<file path="src/rtl/riscv_pkg.sv">
// ============================================================================
// riscv_pkg : shared fetch-stage constants and state encoding
// Rev 1.0
// ============================================================================
`default_nettype none

package riscv_pkg;

  localparam logic [31:0] NOP_INSTR = 32'h00000013;
  localparam logic [31:0] PC_STEP   = 32'd4;

  typedef logic [1:0] fetch_state_t;

  localparam fetch_state_t FS_RUN   = 2'd0;
  localparam fetch_state_t FS_DRAIN = 2'd1;
  localparam fetch_state_t FS_SHOW  = 2'd2;
  localparam fetch_state_t FS_HALT  = 2'd3;

endpackage

`default_nettype wire

</file>
<file path="src/rtl/fetch_sequencer.sv">
// ============================================================================
// fetch_sequencer : PC / IF-ID slot controller with end-of-program drain+halt
// Rev 1.0
// ============================================================================
`default_nettype none

module fetch_sequencer
  import riscv_pkg::*;
#(
  parameter int          TAM          = 4,
  parameter int          DRAIN_CYCLES = 6,
  parameter logic [31:0] RESET_PC     = 32'h0
) (
  input  logic        clk,
  input  logic        rst_n,
  input  logic        stall_i,
  input  logic        redirect_i,
  input  logic [31:0] redirect_pc_i,
  input  logic [31:0] instr_i,
  output logic [31:0] pc_o,
  output logic [31:0] instr_o,
  output logic        instr_valid_o,
  output logic        mostrar_o,
  output logic        halted_o,
  output logic        oob_o
);

  localparam int           CW     = $clog2(DRAIN_CYCLES + 1);
  localparam logic [CW-1:0] C_LAST = CW'(DRAIN_CYCLES - 1);

  fetch_state_t  r_state;
  logic [31:0]   r_pc;
  logic [31:0]   r_instr;
  logic          r_valid;
  logic          r_oob;
  logic [CW-1:0] r_cnt;

  logic [31:0]   w_pc_next;
  logic [CW-1:0] w_cnt_next;
  logic          w_oob;
  logic          w_end;
  logic          w_unused_pc_lsb;

  assign w_pc_next       = r_pc + PC_STEP;
  assign w_cnt_next      = r_cnt + CW'(1);
  assign w_oob           = r_pc[31:2] > 30'(TAM);
  assign w_end           = (instr_i == 32'h0) || w_oob;
  assign w_unused_pc_lsb = ^redirect_pc_i[1:0];

  always_ff @(posedge clk or negedge rst_n) begin
    if (!rst_n) begin
      r_state <= FS_RUN;
      r_pc    <= RESET_PC;
      r_instr <= NOP_INSTR;
      r_valid <= 1'b0;
      r_oob   <= 1'b0;
      r_cnt   <= '0;
    end else if (r_state == FS_HALT) begin
      r_valid <= 1'b0;
    end else if (redirect_i) begin
      // A redirect is older than any end detection it races with, so it wins.
      r_state <= FS_RUN;
      r_pc    <= {redirect_pc_i[31:2], 2'b00};
      r_instr <= NOP_INSTR;
      r_valid <= 1'b0;
      r_cnt   <= '0;
    end else if (!stall_i) begin
      r_pc <= w_pc_next;
      case (r_state)
        FS_RUN: begin
          if (w_end) begin
            r_instr <= NOP_INSTR;
            r_valid <= 1'b0;
            r_cnt   <= CW'(1);
            r_oob   <= r_oob | w_oob;
            r_state <= (C_LAST == CW'(1)) ? FS_SHOW : FS_DRAIN;
          end else begin
            r_instr <= instr_i;
            r_valid <= 1'b1;
          end
        end
        FS_DRAIN: begin
          r_instr <= NOP_INSTR;
          r_valid <= 1'b0;
          r_cnt   <= w_cnt_next;
          if (w_cnt_next == C_LAST) begin
            r_state <= FS_SHOW;
          end
        end
        FS_SHOW: begin
          r_instr <= NOP_INSTR;
          r_valid <= 1'b0;
          r_state <= FS_HALT;
        end
        default: begin
          r_state <= FS_HALT;
        end
      endcase
    end
  end

  assign pc_o          = r_pc;
  assign instr_o       = r_instr;
  assign instr_valid_o = r_valid;
  assign oob_o         = r_oob;
  assign mostrar_o     = (r_state == FS_SHOW);
  assign halted_o      = (r_state == FS_HALT);

endmodule

`default_nettype wire

</file>
<file path="config.mk">
export PLATFORM = sky130hd
export DESIGN_NAME = fetch_sequencer
export DESIGN_NICKNAME = d
export VERILOG_FILES = /design/src/rtl/riscv_pkg.sv /design/src/rtl/fetch_sequencer.sv
export SDC_FILE = /design/constraint.sdc
export NUM_CORES = 1
export LEC_CHECK = 0
export CAP_MARGIN = 20
export CORE_MARGIN = 2
export CORE_UTILIZATION = 35
export DETAILED_ROUTE_END_ITERATION = 6
export PLACE_DENSITY = 0.65
export SLEW_MARGIN = 30
export SYNTH_ARGS = -nofsm -noshare
export SYNTH_HDL_FRONTEND = slang
export SYNTH_SLANG_ARGS = --single-unit
</file>
<file path="constraint.sdc">
create_clock -name clk -period 2.6 [get_ports clk]
set_input_delay 0.52 -clock clk [delete_from_list [all_inputs] [get_ports clk]]
set_output_delay 0.52 -clock clk [all_outputs]
set_load 0.005 [all_outputs]
</file>
**After elaboration in Yosys (flattened, before gate mapping)**

Cells that the tools add are included.

- Output and inout port bits: 68
- Word-level logic and storage cells: 54
- Register bits after elaboration: 71

- Order comparisons: 1
- $add $sub $neg: 2
- Muxes and demuxes: 20
- Reductions and logical operators: 13
- Equal/unequal tests: 8
- Bitwise gates (word level): 4

Operator list:

| cell | number |
|---|---|
| 32-bit two-way mux | 5 |
| 32-bit one-hot mux with 2 select lines | 1 |
| 32-bit by 3-bit adder with 32-bit output (second input constant) | 1 |
| 32-bit logical NOT | 1 |
| 30-bit by 3-bit > comparator with 1-bit output (second input constant) | 1 |
| 3-bit two-way mux | 3 |
| 2-bit two-way mux | 4 |
| 4-bit AND reduction | 2 |
| 3-bit inequality test (second input constant) | 2 |
| 3-bit one-hot mux with 2 select lines | 1 |
| 3-bit nonzero test | 2 |
| 5-bit AND reduction | 1 |
| 2-bit == test (second input constant) | 2 |
| 1-bit two-way mux | 4 |
| 2-bit one-hot mux with 2 select lines | 1 |
| 2-bit AND reduction | 2 |
| 4-bit nonzero test | 1 |
| 3-bit by 1-bit adder with 3-bit output (second input constant) | 1 |
| 3-bit == test (second input constant) | 1 |
| 3-bit by 1-bit inequality test with 1-bit output (second input constant) | 1 |
| 1-bit inverter | 3 |
| 3-bit AND reduction | 1 |
| 2-bit by 1-bit == test with 1-bit output (second input constant) | 1 |
| 2-bit logical NOT | 1 |
| 5 further kinds | 5 |

**Longest topological paths before layout**

- Word-level depth: 7
- Gate-level depth with buffers: 8
- Depth with buffers taken out: 7

**Least setup slack after synthesis**

OpenSTA, ideal clock, no wires.

- Path kind: reg-to-reg
- Start: register r_state[0]
- End: register r_instr[1], in the netlist instr_o[1]
- Cell stages (with the launch flop): 9
- Period minus slack after synthesis: 1.866 ns
- Arrival: 1.787 ns
- Library setup time: 0.079 ns
- Slack: 0.734 ns
- Cell sequence: dfrtp_1 inv_1 ha_1 nor2_1 nor2_1 o21bai_1 clkbuf_1 nor2b_1 a21oi_1

- Longest elaborated chain between the ends: 5
- Elaborated cells between the ends (all ways): 11
- Classes of those cells: 3 x eq/ne; 3 x mux; 1 x bitwise; 4 x reduce/logical

Ends and longest elaborated chain:

| element | RTL line | source |
|---|---|---|
| from (decl) | fetch_sequencer.sv:31 | `fetch_state_t r_state;` |
| from (signal assigned) | fetch_sequencer.sv:76 | `r_state <= (C_LAST == CW'(1)) ? FS_SHOW : FS_DRAIN;` |
| 2-bit == test or 2-bit by 1-bit == test with 1-bit output (tied branches) | fetch_sequencer.sv:69 | `case (r_state)` |
| 2-bit OR reduction (no line) | -- |  |
| 32-bit one-hot mux with 2 select lines | fetch_sequencer.sv:69 |  |
| 32-bit two-way mux | fetch_sequencer.sv:67 | `end else if (!stall_i) begin` |
| 32-bit two-way mux | fetch_sequencer.sv:60 | `end else if (redirect_i) begin` |
| to (signal assigned) | fetch_sequencer.sv:78 | `r_instr <= instr_i;` |
| to (decl) | fetch_sequencer.sv:33 | `logic [31:0] r_instr;` |

Parallel ways exist; a longest one is shown, timed or not. The select of a mux whose other input is x is not followed.
A chain may end at the register's enable or synchronous reset.

**Final worst setup path**

- Start: input port instr_i[17]
- End: register r_instr[30], in the netlist instr_o[30]

- Longest elaborated chain between the ends: 6

Ends and longest elaborated chain:

| element | RTL line | source |
|---|---|---|
| from (decl) | fetch_sequencer.sv:19 | `input logic [31:0] instr_i,` |
| 32-bit logical NOT | fetch_sequencer.sv:47 | `assign w_end = (instr_i == 32'h0) \|\| w_oob;` |
| 1-bit logical OR | fetch_sequencer.sv:47 |  |
| 32-bit two-way mux | fetch_sequencer.sv:71 | `if (w_end) begin` |
| 32-bit one-hot mux with 2 select lines | fetch_sequencer.sv:69 |  |
| 32-bit two-way mux | fetch_sequencer.sv:67 |  |
| 32-bit two-way mux | fetch_sequencer.sv:60 |  |

Every way passes these cells. The select of a mux whose other input is x is not followed.

==> impl_metrics.py <==
metrics = {
    "timing": {
        "worst_pin_slew_ps": 793,
        "hold_slack_ps": 252,
        "min_period_ps": 2150,
        "timing.fmax_mhz": 465,
        "max_slew_margin": 0.472,
        "slew_viol_final": 0,
        "min_period_over_period": 0.827,
        "hold_violations": 0,
        "setup_violations": 0,
        "skew_ps": 11.5,
        "setup-tns-final_ps": 0,
        "rsz0062_at_grt": "false",
    },
    "routing": {
        "avgRoutedWirePerCell_um": 16.6,
        "routed_wl_um": 11300,
        "via_per_inst": 5.53,
        "drc": 0,
        "ant_nets": 0,
        "dr.pass1.iters": 6,
        "drt_iter0_drc": 262,
        "via_count": 3747,
    },
    "worst_setup_path": {
        "arrival_ps": 2380,
        "required_ps": 2830,
        "crit_path_end_kind": "flop",
        "reg2reg_slack_ps": 470,
        "r2r_start": "pc_o[15]",
        "startpoint_type": "input pin",
        "r2r_end": "instr_o[30]",
        "cp_max_fo": 32,
        "reg2reg_depth": 6,
        "worstSetupPathType": "input pin to flop",
    },
    "synthesis": {
        "ys_warn_count": 0,
        "yosysMostFrequentCell": "dfrtp_1",
        "syn_avg_cell_area_um2": 9.57,
        "ys_seq_area_frac": 0.452,
        "netlist_instances": 400,
        "ys_types": 57,
        "synth_area_leaders": "dfrtp_1, a22o_1, a21oi_1, mux2i_1, ha_1",
        "synth_top_area_share": 0.432,
        "async_flop_share": 1.00,
        "synth_area_um2": 3830,
        "ys_ff_latch": 69,
        "synth_flop_cell": "dfrtp_1",
        "ys_top_cells_by_count": "dfrtp_1, a21oi_1, a22o_1, nand2_1, nor2_1",
        "synth_edf_count": 0,
        "synth_top_area_cell": "dfrtp_1",
    },
    "layout": {
        "stdcell_count": 677,
        "antenna_cells": 0,
        "drive_gt1_frac": 0.0912,
        "area_growth_pct": 45.1,
        "final_nets": 608,
    },
    "floorplanning": {
        "die_w_um": 109,
        "core-area_um2": 10700,
        "io_pins": 136,
        "start_util": 0.356,
        "dieArea_um2": 11800,
        "rows": 38,
        "fp.dieH_um": 109,
    },
    "place": {
        "place.gp.congestion": 0.872,
        "port_buffers": 131,
        "place_inst": 661,
        "dp_hpwl_um": 8020,
    },
    "clock_tree": {
        "post_cts_buffers": 0,
        "cts_tree": "built",
        "clk_path_buf_depth": 2,
        "clockRootBuffer": "clkbuf_8",
        "cts_sinks": 69,
        "cts_hold_buffers": 0,
        "cts_max_level": 3,
        "cts_resized": 0,
        "cts_buffers": 9,
        "clk_latency_ps": 350,
        "cts.clk_slew.worst_paths_ps": 80,
    },
    "pwr": {
        "p_sw_frac": 0.388,
        "ir_worst_vdd_v": 0.000467,
        "p_leak_nw": 2.33,
        "p_comb_frac": 0.401,
        "p_seq_frac": 0.380,
        "clockPowerShare": 0.219,
        "p_int_w": 0.00285,
        "cellPowerDensity_nw_per_um2": 837,
        "p_sw_w": 0.00180,
    },
    "global_route": {
        "grt_max_degree": 44,
        "met1_usage": 0.268,
        "busiest_layer": "met2",
        "grt_pass1_wl_um": 18200,
        "grt_usage": 0.196,
        "met3_usage": 0.0422,
        "antenna_found_initial": 0,
        "grt_pass1_vias": 3606,
        "globalRouteOverflowTotal": 0,
        "met2_usage": 0.307,
    },
    "run": {
        "drv_cap": 0,
    },
    "status": {
        "status": "finished, final reports clean",
    },
    "hold_path": {
        "min_path_type": "input pin to asynchronous set/reset pin",
    },
}
stage by stage:
stage	total power, W	utilization	cell area [um2]	setup WS [ps]
6_report	0.00465	0.517	5560	450
3_5_place_dp	0.00364	0.496	5330	87.2
4_1_cts	0.00469	0.517	5560	441
3_3_place_gp	0.00360	0.496	5330	84.3
5_1_grt	0.00501	0.517	5560	240
2_1_floorplan	0.00264	-	3830	734
layer usage:
metal | up-vias | wire length (um)
met1 | 1784 | 5070
met3 | 16 | 844
li1 | 1778 | -
met4 | 0 | 184
met2 | 169 | 5160
met5 | - | 0
cell usage in the layout, fill, tap and decap left out, types with 4 or more instances in the layout:
cell type          n
o21ai_0           17
a22o_1            29
a21oi_1           33
nand2_1           23
clkdlybuf4s50_1  129
dfrtp_1           66
nor3_1             9
and3_1             4
clkbuf_8           9
inv_1             16
mux2i_1           11
nor2b_1           10
nor2_1            23
o31ai_1            4
nor4_1            16
a22oi_1            8
nand4_1           14
o22ai_1            6
nand2b_1           4
nand3_1           18
buf_4             14
ha_1               8
sequential cells by signal (all words and copies together), names as in the netlist:
name,flops
r_state,2
pc_o,30
instr_valid_o,1
oob_o,1
r_cnt,3
instr_o,32
cell families (layout without fill, tap and decap cells):
logic type / Yosys count / count (layout) / synth area share
other: 1 / 2 / 0.000980
muxes: 12 / 12 / 0.0317
buffers and inverters: 43 / 179 / 0.0507
adders and majority gates: 8 / 8 / 0.0262
xor gates and xnor gates: 1 / 1 / 0.00229
AOI/OAI and AO/OA: 125 / 125 / 0.229
DFF: 69 / 69 / 0.452
and+or+nand+nor: 141 / 141 / 0.208
how the worst max path moves through the flow:
| stage | end | slack [ps] | start | cells after the start |
|---|---|---|---|---|
| 2_1_floorplan | instr_o[1] | 730 | r_state[0] | 8 |
| 3_3_place_gp | instr_o[11] | 80 | instr_i[17] | 7 |
| 3_5_place_dp | instr_o[30] | 90 | instr_i[17] | 7 |
| 4_1_cts | instr_o[30] | 440 | instr_i[17] | 7 |
| 5_1_grt | pc_o[28] | 240 | pc_o[2] | 6 |
| 6_report | instr_o[30] | 450 | instr_i[17] | 7 |
worst max-delay path: stages:
cell and delay (ps):
clkdlybuf4s50_1 440, nor4_1 380, nand4_1 280, o211ai_4 310
nor4_4 80, buf_12 170, a22o_1 190
final cells by class:
type,count,area (um2)
clock buffer,9,124
clock inverter,7,105
fill,1004,5190
inverter,16,60.1
multi-input combinational,289,1910
sequential,69,1730
tap,140,175
timing repair buffer,147,1450
power by group through the flow:
stage	Combinational, W	Clock, W	Sequential [W]
after floorplan	0.000963	0	0.00168
after global placement	0.00183	0	0.00177
after detailed placement	0.00187	0	0.00177
after CTS	0.00188	0.00105	0.00176
after global routing	0.00208	0.00110	0.00183
final	0.00187	0.00102	0.00177
Power figures use the tool's default switching activity.
==> variant (same flow settings) <==
Set the parameter `DRAIN_CYCLES` to 12 (it was 6).
--- a/src/rtl/fetch_sequencer.sv
+++ b/src/rtl/fetch_sequencer.sv
@@ -8,7 +8,7 @@
   import riscv_pkg::*;
 #(
   parameter int          TAM          = 4,
-  parameter int          DRAIN_CYCLES = 6,
+  parameter int          DRAIN_CYCLES = 12,
   parameter logic [31:0] RESET_PC     = 32'h0
 ) (
   input  logic        clk,
Function: changed (Yosys sat finds a counterexample within 10 cycles, from zero or initial values and one cycle with rst_n low).
==> variant against the unedited design <==
- total power down 17%
- routed wire length grew 6.7%
- fmax fell by 13%
- critical path depth is 5 lower
- combinational power down 26%
- die area up 2.5%
- global-route usage grew 0.83 points
- sequential cell count up 1
- cell count grew 1.2%
- design area rose by 1.1%
- synthesized area up 2.5%
- sequential share of layout area rose by 0.092 points
- worst setup slack got worse by 0.31 ns
- critical path type is now reg -> out
==> variant: results (changes against the unedited design) <==
run_status:
  outcome: "finished clean"
layout:
  layout-drive-gt1-share: 0.09358  # +0.002330
  finalNetCount: 616  # +1.3%
  largest_reg_flops: 32  # unchanged
  diodes: 0  # unchanged
critical_path:
  critical_path.max_fanout: 15  # -53%
  cp_slowest_stage_delay_ns: 0.62  # +0.18 ns
  cp_slowest_cell: "clkdlybuf4s50_1"
  reg2reg_depth: 6  # unchanged
  r2r_slack_ns: 0.28  # -0.19 ns
  r2r-start: "pc_o[30]"
  r2r_end: "instr_o[28]"
  worstPathArrival_ns: 1.94  # -0.44 ns
timing:
  skew_ns: 0.01272  # +0.001243 ns
  fin_setup_tns_ns: 0  # unchanged
  maxSlewHeadroom: 0.4878  # +0.01617
  fin_hold_ws_ns: 0.2327  # -0.01915 ns
cts:
  ctsResizeCount: 0  # unchanged
  clock_tree.root_cell: "clkbuf_8"
  numCtsBuffers: 9  # unchanged
  post_cts_buffers: 0  # unchanged
  cts_htree_levels: 3  # unchanged
  clk_pin_slew_worst_paths_ns: 0.09
  insertion_delay_ns: 0.35  # about the same
  clk_path_buf_depth: 2  # unchanged
detailed_routing:
  via_count: 3800  # +1.4%
  dr.pass1.iters: 5  # -1
  wirelength_mm: 12.01  # +6.7%
  avgRoutedWirePerCell_um: 17.54  # +5.5%
  drt_iter0_drc: 282  # +7.6%
pwr:
  peakVddDrop_mv: 0.3694  # -21%
  static-leakage-power_nw: 2.350  # +0.99%
  switching_share: 0.3792  # -0.008461
synthesis:
  avgSynthCellArea_um2: 9.668  # +1.0%
  synth.distinct_cells: 59  # +3.5%
  seq_area_frac_synth: 0.4472  # -0.004866
  ys_top_cells_by_area: "dfrtp_1, a22o_1, a21oi_1"
  async_flop_share: 1.000  # unchanged
  yosys_warnings: 0  # unchanged
  synth_commonest_cells: "dfrtp_1, a21oi_1, nor2_1"
placement:
  dp_hpwl_mm: 8.788  # +9.6%
  post_dp_cell_area_um2: 5421  # +1.8%
  dp_slack_ns: 0.1117  # +0.02453 ns
  post-place-cells: 669  # +1.2%
  routabilityCongestion: 0.8292  # -4.9%
  port_buffers: 131  # unchanged
global_routing:
  grt_max_degree: 39  # -11%
  grtUsageTotal: 0.2044  # +0.008301
  antenna_found_initial: 0  # unchanged
  grt_pass1_wl_mm: 19.10  # +4.9%
min_path:
  hp-class: "in -> async"
job:
  drv_cap: 0  # unchanged
variant: kinds of logic (layout without fill, tap and decap cells):
group	Yosys count	after routing	share of synthesized area
buffers and inverters	43	181	0.05323
adder cells (fa/ha/maj)	8	8	0.02550
AO/OA/AOI/OAI	123	123	0.2216
flip-flops	70	70	0.4472
XOR/XNOR	2	2	0.004464
other	1	2	0.0009554
multiplexers	11	11	0.02805
AND/OR/NAND/NOR	148	148	0.2190
variant: how the worst max path moves through the flow:
stage | from | endpoint | slack (ns) | cells after the start
2_1_floorplan | pc_o[2] | pc_o[30] | 0.56 | 6
3_3_place_gp | instr_i[10] | instr_o[26] | 0.12 | 7
3_5_place_dp | instr_i[12] | instr_o[28] | 0.11 | 7
4_1_cts | r_state[1] | halted_o | 0.14 | 2
5_1_grt | r_state[1] | halted_o | 0.05 | 2
6_report | r_state[1] | halted_o | 0.14 | 2
variant: critical path, delay by kind of cell (launching register included):
kind / cells / cell delay, ns
DFF: 1 / 0.43
buffers and inverters: 1 / 0.62
adders and majority gates: 1 / 0.54
variant: layer usage:
metal  GRT usage  routed length (um)
met1      0.2643                5121
met2      0.3418                6133
met3     0.04209                 530
met4     0.06420                 228
met5           0                   0
variant: power by group through the flow:
stage	clock, W	sequential [W]	combinational [W]
global route	0.000985	0.00159	0.00154
finish	0.000905	0.00156	0.00139
floorplan	0	0.00150	0.000759
global placement	0	0.00157	0.00136
CTS	0.000934	0.00156	0.00139
detailed placement	0	0.00158	0.00138
variant: area by class of cell:
type                       instances  area (um^2)
fill                            1028         5269
multi-input combinational        294         1968
sequential                        70         1755
timing repair buffer             148         1459
tap                              140        175.2
clock buffer                      10        127.6
clock inverter                     6        70.07
inverter                          17        63.81
